[src/rtl/block_mac_pkg.sv]
// Shared types and constants for the 2x2 block multiply-accumulate stage.
// Holds the FSM encoding, accumulator tags and the fixed partial-product order.
package block_mac_pkg;

  localparam int DATA_W_DEF  = 32;
  localparam int MUL_LAT_DEF = 2;
  localparam int N_PROD      = 8;

  typedef enum logic [1:0] {
    S_IDLE  = 2'd0,
    S_ISSUE = 2'd1,
    S_DRAIN = 2'd2,
    S_DONE  = 2'd3
  } state_e;

  localparam logic [1:0] TAG_C11 = 2'd0;
  localparam logic [1:0] TAG_C12 = 2'd1;
  localparam logic [1:0] TAG_C21 = 2'd2;
  localparam logic [1:0] TAG_C22 = 2'd3;

  // Operand selects index {x11, x12, x21, x22} = {0, 1, 2, 3}.
  typedef struct packed {
    logic [1:0] a_sel;
    logic [1:0] b_sel;
    logic [1:0] tag;
  } prod_ord_t;

  function automatic prod_ord_t prod_order(input logic [2:0] idx);
    prod_ord_t r;
    r = '0;
    case (idx)
      3'd0: r = '{2'd0, 2'd0, TAG_C11};
      3'd1: r = '{2'd1, 2'd2, TAG_C11};
      3'd2: r = '{2'd0, 2'd1, TAG_C12};
      3'd3: r = '{2'd1, 2'd3, TAG_C12};
      3'd4: r = '{2'd2, 2'd0, TAG_C21};
      3'd5: r = '{2'd3, 2'd2, TAG_C21};
      3'd6: r = '{2'd2, 2'd1, TAG_C22};
      3'd7: r = '{2'd3, 2'd3, TAG_C22};
      default: r = '0;
    endcase
    return r;
  endfunction

endpackage

[src/rtl/block_mac_2x2_mul_pipe.sv]
// Pipelined multiplier: product, valid and destination tag emerge lat cycles after issue.
// Only the low data_w bits are kept; they are identical for signed and unsigned operands.
module mul_pipe #(
  parameter int data_w = 32,
  parameter int lat    = 2
) (
  input  logic              clk,
  input  logic              rst,
  input  logic              vld_i,
  input  logic [1:0]        tag_i,
  input  logic [data_w-1:0] a_i,
  input  logic [data_w-1:0] b_i,
  output logic              vld_o,
  output logic [1:0]        tag_o,
  output logic [data_w-1:0] prod_o
);

  logic [lat-1:0]    vld_q;
  logic [1:0]        tag_q  [lat];
  logic [data_w-1:0] prod_q [lat];

  always_ff @(posedge clk) begin
    if (rst) begin
      vld_q <= '0;
    end else begin
      vld_q[0] <= vld_i;
      for (int i = 1; i < lat; i++) vld_q[i] <= vld_q[i-1];
    end
  end

  always_ff @(posedge clk) begin
    tag_q[0]  <= tag_i;
    prod_q[0] <= a_i * b_i;
    for (int i = 1; i < lat; i++) begin
      tag_q[i]  <= tag_q[i-1];
      prod_q[i] <= prod_q[i-1];
    end
  end

  assign vld_o  = vld_q[lat-1];
  assign tag_o  = tag_q[lat-1];
  assign prod_o = prod_q[lat-1];

endmodule

[src/rtl/block_mac_2x2.sv]
// 2x2 block multiply-accumulate: C += A*B using one shared multiplier over 8 partial products.
// done_mac fires mul_lat+9 cycles after the start edge; start/clear are ignored while busy.
module block_mac_2x2
  import block_mac_pkg::*;
#(
  parameter int data_w  = DATA_W_DEF,
  parameter int mul_lat = MUL_LAT_DEF
) (
  input  logic              clk,
  input  logic              rst,
  input  logic              start_mac,
  input  logic              acc_clr,
  input  logic [data_w-1:0] a_11,
  input  logic [data_w-1:0] a_12,
  input  logic [data_w-1:0] a_21,
  input  logic [data_w-1:0] a_22,
  input  logic [data_w-1:0] b_11,
  input  logic [data_w-1:0] b_12,
  input  logic [data_w-1:0] b_21,
  input  logic [data_w-1:0] b_22,
  output logic [data_w-1:0] c_11,
  output logic [data_w-1:0] c_12,
  output logic [data_w-1:0] c_21,
  output logic [data_w-1:0] c_22,
  output logic              done_mac,
  output logic              busy
);

  state_e            state_q, state_d;
  logic [2:0]        issue_cnt_q, issue_cnt_d;
  logic [3:0]        retire_cnt_q, retire_cnt_d;
  logic [data_w-1:0] a_q [4];
  logic [data_w-1:0] b_q [4];
  logic [data_w-1:0] acc_q [4];
  logic              accept;
  logic              issue_vld;
  prod_ord_t         ord;
  logic              ret_vld;
  logic [1:0]        ret_tag;
  logic [data_w-1:0] ret_prod;

  assign accept = (state_q == S_IDLE) && start_mac;

  always_ff @(posedge clk) begin
    if (rst) state_q <= S_IDLE;
    else     state_q <= state_d;
  end

  always_comb begin
    state_d = state_q;
    case (state_q)
      S_IDLE:  if (start_mac) state_d = S_ISSUE;
      S_ISSUE: if (issue_cnt_q == 3'd7) state_d = S_DRAIN;
      // Look at the post-retire count so DONE follows the final retire edge directly.
      S_DRAIN: if (retire_cnt_d == 4'(N_PROD)) state_d = S_DONE;
      S_DONE:  state_d = S_IDLE;
      default: state_d = S_IDLE;
    endcase
  end

  always_comb begin
    busy      = (state_q != S_IDLE);
    done_mac  = (state_q == S_DONE);
    issue_vld = (state_q == S_ISSUE);
  end

  always_comb begin
    issue_cnt_d  = issue_cnt_q;
    retire_cnt_d = retire_cnt_q + {3'b0, ret_vld};
    if (accept) begin
      issue_cnt_d  = '0;
      retire_cnt_d = '0;
    end else if (issue_vld) begin
      issue_cnt_d = issue_cnt_q + 3'd1;
    end
  end

  always_ff @(posedge clk) begin
    if (rst) begin
      issue_cnt_q  <= '0;
      retire_cnt_q <= '0;
    end else begin
      issue_cnt_q  <= issue_cnt_d;
      retire_cnt_q <= retire_cnt_d;
    end
  end

  always_ff @(posedge clk) begin
    if (accept) begin
      a_q[0] <= a_11;
      a_q[1] <= a_12;
      a_q[2] <= a_21;
      a_q[3] <= a_22;
      b_q[0] <= b_11;
      b_q[1] <= b_12;
      b_q[2] <= b_21;
      b_q[3] <= b_22;
    end
  end

  assign ord = prod_order(issue_cnt_q);

  mul_pipe #(
    .data_w (data_w),
    .lat    (mul_lat)
  ) u_mul (
    .clk    (clk),
    .rst    (rst),
    .vld_i  (issue_vld),
    .tag_i  (ord.tag),
    .a_i    (a_q[ord.a_sel]),
    .b_i    (b_q[ord.b_sel]),
    .vld_o  (ret_vld),
    .tag_o  (ret_tag),
    .prod_o (ret_prod)
  );

  always_ff @(posedge clk) begin
    if (rst || ((state_q == S_IDLE) && acc_clr)) begin
      for (int i = 0; i < 4; i++) acc_q[i] <= '0;
    end else if (ret_vld) begin
      acc_q[ret_tag] <= acc_q[ret_tag] + ret_prod;
    end
  end

  assign c_11 = acc_q[TAG_C11];
  assign c_12 = acc_q[TAG_C12];
  assign c_21 = acc_q[TAG_C21];
  assign c_22 = acc_q[TAG_C22];

endmodule

[config.mk]
export PLATFORM = sky130hd
export DESIGN_NAME = block_mac_2x2
export DESIGN_NICKNAME = d
export VERILOG_FILES = /design/src/rtl/block_mac_pkg.sv /design/src/rtl/block_mac_2x2_mul_pipe.sv /design/src/rtl/block_mac_2x2.sv
export SDC_FILE = /design/constraint.sdc
export NUM_CORES = 2
export LEC_CHECK = 0
export ABC_AREA = 1
export CORE_ASPECT_RATIO = 0.6
export CORE_MARGIN = 1.5
export CORE_UTILIZATION = 45
export CTS_BUF_LIST = sky130_fd_sc_hd__clkbuf_16
export DETAILED_ROUTE_END_ITERATION = 7
export PLACE_DENSITY = 0.69
export SETUP_SLACK_MARGIN = 0.5
export SLEW_MARGIN = 40
export SYNTH_ARGS = -nofsm -noshare
export SYNTH_HDL_FRONTEND = slang
export SYNTH_SLANG_ARGS = --single-unit
[constraint.sdc]
create_clock -name clk -period 6.78 [get_ports clk]
set_clock_uncertainty 0.15 [all_clocks]
set_input_delay 1.356 -clock clk [delete_from_list [all_inputs] [get_ports clk]]
set_output_delay 1.356 -clock clk [all_outputs]
set_load 0.01 [all_outputs]
==> reports/results.txt <==
The run finished, with violations left. The checks that failed: negative setup slack. Derived from the worst setup path, the maximum achievable clock frequency is 0.1347 GHz. Among all stages on the critical path, the largest delay is contributed by sky130_fd_sc_hd__fa_1. The portion of the post-synthesis area used by sequential elements came out at 38.03%.

The number of synthesized register bits is 466. The critical path data required time came out at 7160 ps. The part of the cycle the worst path needs came out at 109.5%.

The most common cell after layout, fill and taps aside was sky130_fd_sc_hd__nand2_1. In this run the remaining antenna-violating nets after routing total 0. The filler cells instantiated in the layout total 6402.

For this design, the sink count on the clock tree is 466. The sum of net half-perimeters after detailed placement came out at 90460 um. No sink is reached through more buffers than the 3 on the longest clock path.

The max-capacitance violation count was 0. The total met2 wirelength after detailed routing was 45840 um; the final routed wirelength across all metal layers was 112600 um. The logs give 170600 um for the first-pass GRT wire length and 78 for the site row count. Headroom to the max-slew limit came out at 45.24%. Setup violations remaining at the end of the flow were counted as 15.

For the pin with the worst max-slew slack, the measured transition is 821.3 ps. For the number of unique standard cell types used by synthesis, the log shows 49. The die width came out at 361.2 um. The detailed route wirelength on metal3 came out at 15610 um. The top cell types in the final layout, fill and taps aside, are sky130_fd_sc_hd__nand2_1, sky130_fd_sc_hd__inv_1, sky130_fd_sc_hd__nor2_1.

Entering global routing, the biggest net connects 125 pins. STA classifies the critical path startpoint as a flip-flop. In the routed layout, each cell is associated on average with a via count of 5.202. For this run, design rule violations remaining after detail routing come to 0. The delay of the slowest cell on the worst path was 560 ps; the clock insertion delay at the later pin of the skew report was 600 ps.

TritonCTS built the clock tree. The maximum fanout along the worst path was 13. The cell with the most instances on the worst path was sky130_fd_sc_hd__fa_1. After detailed routing, the wire length on met1 is 49560 um. Dividing the synthesized area by the synthesized cell count gives 9.440 um2. The setup slack of the critical path after layout was -643.6 ps. Relative to the synthesized area, the layout overhead comes to 31.02%. The logs give 3053 for the first-iteration detailed-routing DRC count and -5344 ps for the setup TNS. Clock-pin slew was measured on the worst setup and hold paths at 70 ps. During I/O placement, the number of pins put on the boundary was 390.

Hold repair after CTS inserted 0 buffers. Setup repair after global routing could not meet its margin everywhere. The tools report the via count of the first global-routing pass as 27990.

The kind of end point of the critical path was a flip-flop. The detailed router used layers up to and including met5. The global-route congestion overflow total is 0. The worst setup path is of the flip-flop to flip-flop kind. After floorplanning, the core was sized to cover 75830 um2. After the flow finishes, the layout carries non-filler instances totaling 5420. The proportion of synthesized flip-flops having asynchronous set or reset was 0%. The number of vias after detailed routing is 28200, and the cell count after placement is 5298. The net count of the finished layout is 5213. The die covers 78700 um2. The tools report the final count of hold timing violations as 0. The detail-routed net length per standard cell works out to 20.78 um. Of the cells placed in the final design, the portion with a size suffix greater than 1 is 16.09%. The count of buffers added on input and output ports is 389.

The most used flip-flop cell after synthesis is sky130_fd_sc_hd__edfxtp_1. The cell sitting at the root of the clock tree is a sky130_fd_sc_hd__clkbuf_16. The synthesized netlist cell count came out at 3669. The tightest min-delay check is of the flip-flop to flip-flop type.

In this run the number of H-tree levels came out at 2. The number of antenna violations at the first check in global routing is 3, and the number of nets produced by synthesis is 4501. The time the worst path needs with I/O delays and setup was 7424 ps; the number of optimization iterations in the first detailed-route pass was 6. The synthesized design contains 384 enable-type register cells.

The initial utilization of the core area, before any placement, comes to 45.68%. Number of buffers inserted during clock tree synthesis: 47. During synthesis, Yosys emitted a total of 0 warnings.

The max-slew violation count was 0; the final weighted congestion of routability-driven global placement was 1.022. Across every metal layer, demand over resource in global routing totals 28.94%. The cell area that synthesis handed to floorplanning was 34640 um2. The data arrival time of the critical path was 7800 ps. The die boundary height was 217.9 um.
-- worst max-delay path: cells and delay by family, from the launching register on --
kind | cells | cell delay (ps)
simple gates | 5 | 490
flops | 1 | 410
fa+ha+maj | 9 | 3880
compound gates | 5 | 890
xor+xnor | 1 | 180
buf+inv | 11 | 1320
-- cell families after synthesis --
kind of cell | Yosys count | share of synthesized area [%]
and+or+nand+nor | 1496 | 17.24
buffers and inverters | 803 | 9.255
adders and majority gates | 572 | 29.53
DFF | 466 | 38.03
AOI/OAI and AO/OA | 285 | 4.758
xor gates and xnor gates | 47 | 1.188
-- layer usage --
metal	up-vias	GRT usage [%]
met3	106	10.50
li1	12850	-
met2	1452	40.40
met5	-	0
met4	2	4.346
met1	13790	43.50
-- path summary, 6_finish.rpt --
path	start	to	slack, ps	cells past startpoint
max	ord[2]	u_mul.prod_q[0][29]	-640	31
min	u_mul.prod_q[0][28]	u_mul.prod_q[0][60]	170	0
max reg2reg	ord[2]	u_mul.prod_q[0][29]	-640	31
min reg2reg	u_mul.prod_q[0][28]	u_mul.prod_q[0][60]	170	0
-- flip-flops by register name, summed over array words and instances (netlist names) --
| signal | flops |
|---|---|
| retire_cnt_q | 4 |
| u_mul.tag_q | 4 |
| u_mul.vld_q | 2 |
| b_q | 128 |
| a_q | 128 |
| u_mul.prod_q | 64 |
| acc_q | 128 |
| ord | 3 |
| state_q | 2 |
| issue_cnt_q | 3 |
-- what timing repair did --
| action | CTS | global route |
|---|---|---|
| pin swaps | 48 | 23 |
| setup endpoints to repair | 22 | 22 |
| gates cloned | 3 | 1 |
| buffers inserted | 21 | 9 |
| resized for setup | 141 | 101 |
-- final cells by class --
class	instances	area [um2]	area share, %
Sequential cell	466	13180	29.05
Clock buffer	48	1201	2.647
Inverter	682	2651	5.842
Timing Repair Buffer	784	7634	16.82
Clock inverter	39	307.8	0.6782
Antenna cell	1	2.502	0.005514
Multi-Input combinational cell	2400	19150	42.20
Tap cell	1000	1251	2.757
-- synth_stat cells, types with 3 or more instances --
| library cell | n | area (um2) |
|---|---|---|
| sky130_fd_sc_hd__a211oi_1 | 3 | 22.52 |
| sky130_fd_sc_hd__nor2_2 | 5 | 31.28 |
| sky130_fd_sc_hd__dfxtp_1 | 82 | 1642 |
| sky130_fd_sc_hd__buf_6 | 17 | 191.4 |
| sky130_fd_sc_hd__buf_2 | 16 | 80.08 |
| sky130_fd_sc_hd__nor3b_1 | 3 | 22.52 |
| sky130_fd_sc_hd__a21o_1 | 7 | 52.55 |
| sky130_fd_sc_hd__o21bai_1 | 3 | 22.52 |
| sky130_fd_sc_hd__o21ai_1 | 12 | 60.06 |
| sky130_fd_sc_hd__xnor2_1 | 18 | 157.7 |
| sky130_fd_sc_hd__nor4_1 | 3 | 18.77 |
| sky130_fd_sc_hd__clkinv_1 | 10 | 37.54 |
| sky130_fd_sc_hd__buf_1 | 13 | 48.80 |
| sky130_fd_sc_hd__nand2_2 | 14 | 87.58 |
| sky130_fd_sc_hd__edfxtp_1 | 384 | 11530 |
| sky130_fd_sc_hd__nand4_1 | 11 | 68.82 |
| sky130_fd_sc_hd__fa_1 | 409 | 8188 |
| sky130_fd_sc_hd__a21oi_1 | 69 | 345.3 |
| sky130_fd_sc_hd__inv_1 | 667 | 2504 |
| sky130_fd_sc_hd__nand2_1 | 716 | 2688 |
| sky130_fd_sc_hd__nor3_1 | 11 | 55.05 |
| sky130_fd_sc_hd__o21a_1 | 3 | 22.52 |
| sky130_fd_sc_hd__nand3b_1 | 11 | 82.58 |
| sky130_fd_sc_hd__xor2_1 | 29 | 254.0 |
| sky130_fd_sc_hd__a31oi_1 | 11 | 68.82 |
| sky130_fd_sc_hd__o211ai_1 | 16 | 120.1 |
| sky130_fd_sc_hd__o21ai_0 | 118 | 590.6 |
| sky130_fd_sc_hd__a22oi_1 | 32 | 240.2 |
| sky130_fd_sc_hd__nand3_1 | 138 | 690.7 |
| sky130_fd_sc_hd__buf_4 | 11 | 82.58 |
| sky130_fd_sc_hd__ha_1 | 163 | 2039 |
| sky130_fd_sc_hd__nor2_1 | 576 | 2162 |
| sky130_fd_sc_hd__clkbuf_1 | 64 | 240.2 |
| sky130_fd_sc_hd__inv_2 | 4 | 15.01 |
-- per-stage QoR --
stage                     instance area (um2)  util, %  setup slack [ps]  hold WS [ps]
final                                   45380    59.85            -643.6         166.3
after global routing                    45380    59.85            -919.0         174.1
after CTS                               44900    59.22            -505.4         170.4
after detailed placement                42660    56.26            -753.3         163.2
after global placement                  42630    56.22            -695.9         161.4
after floorplan                         35070        -             115.2         159.6
Power is not shown: default switching activity piles up to over one toggle a cycle in this logic, so the estimate is an artifact.
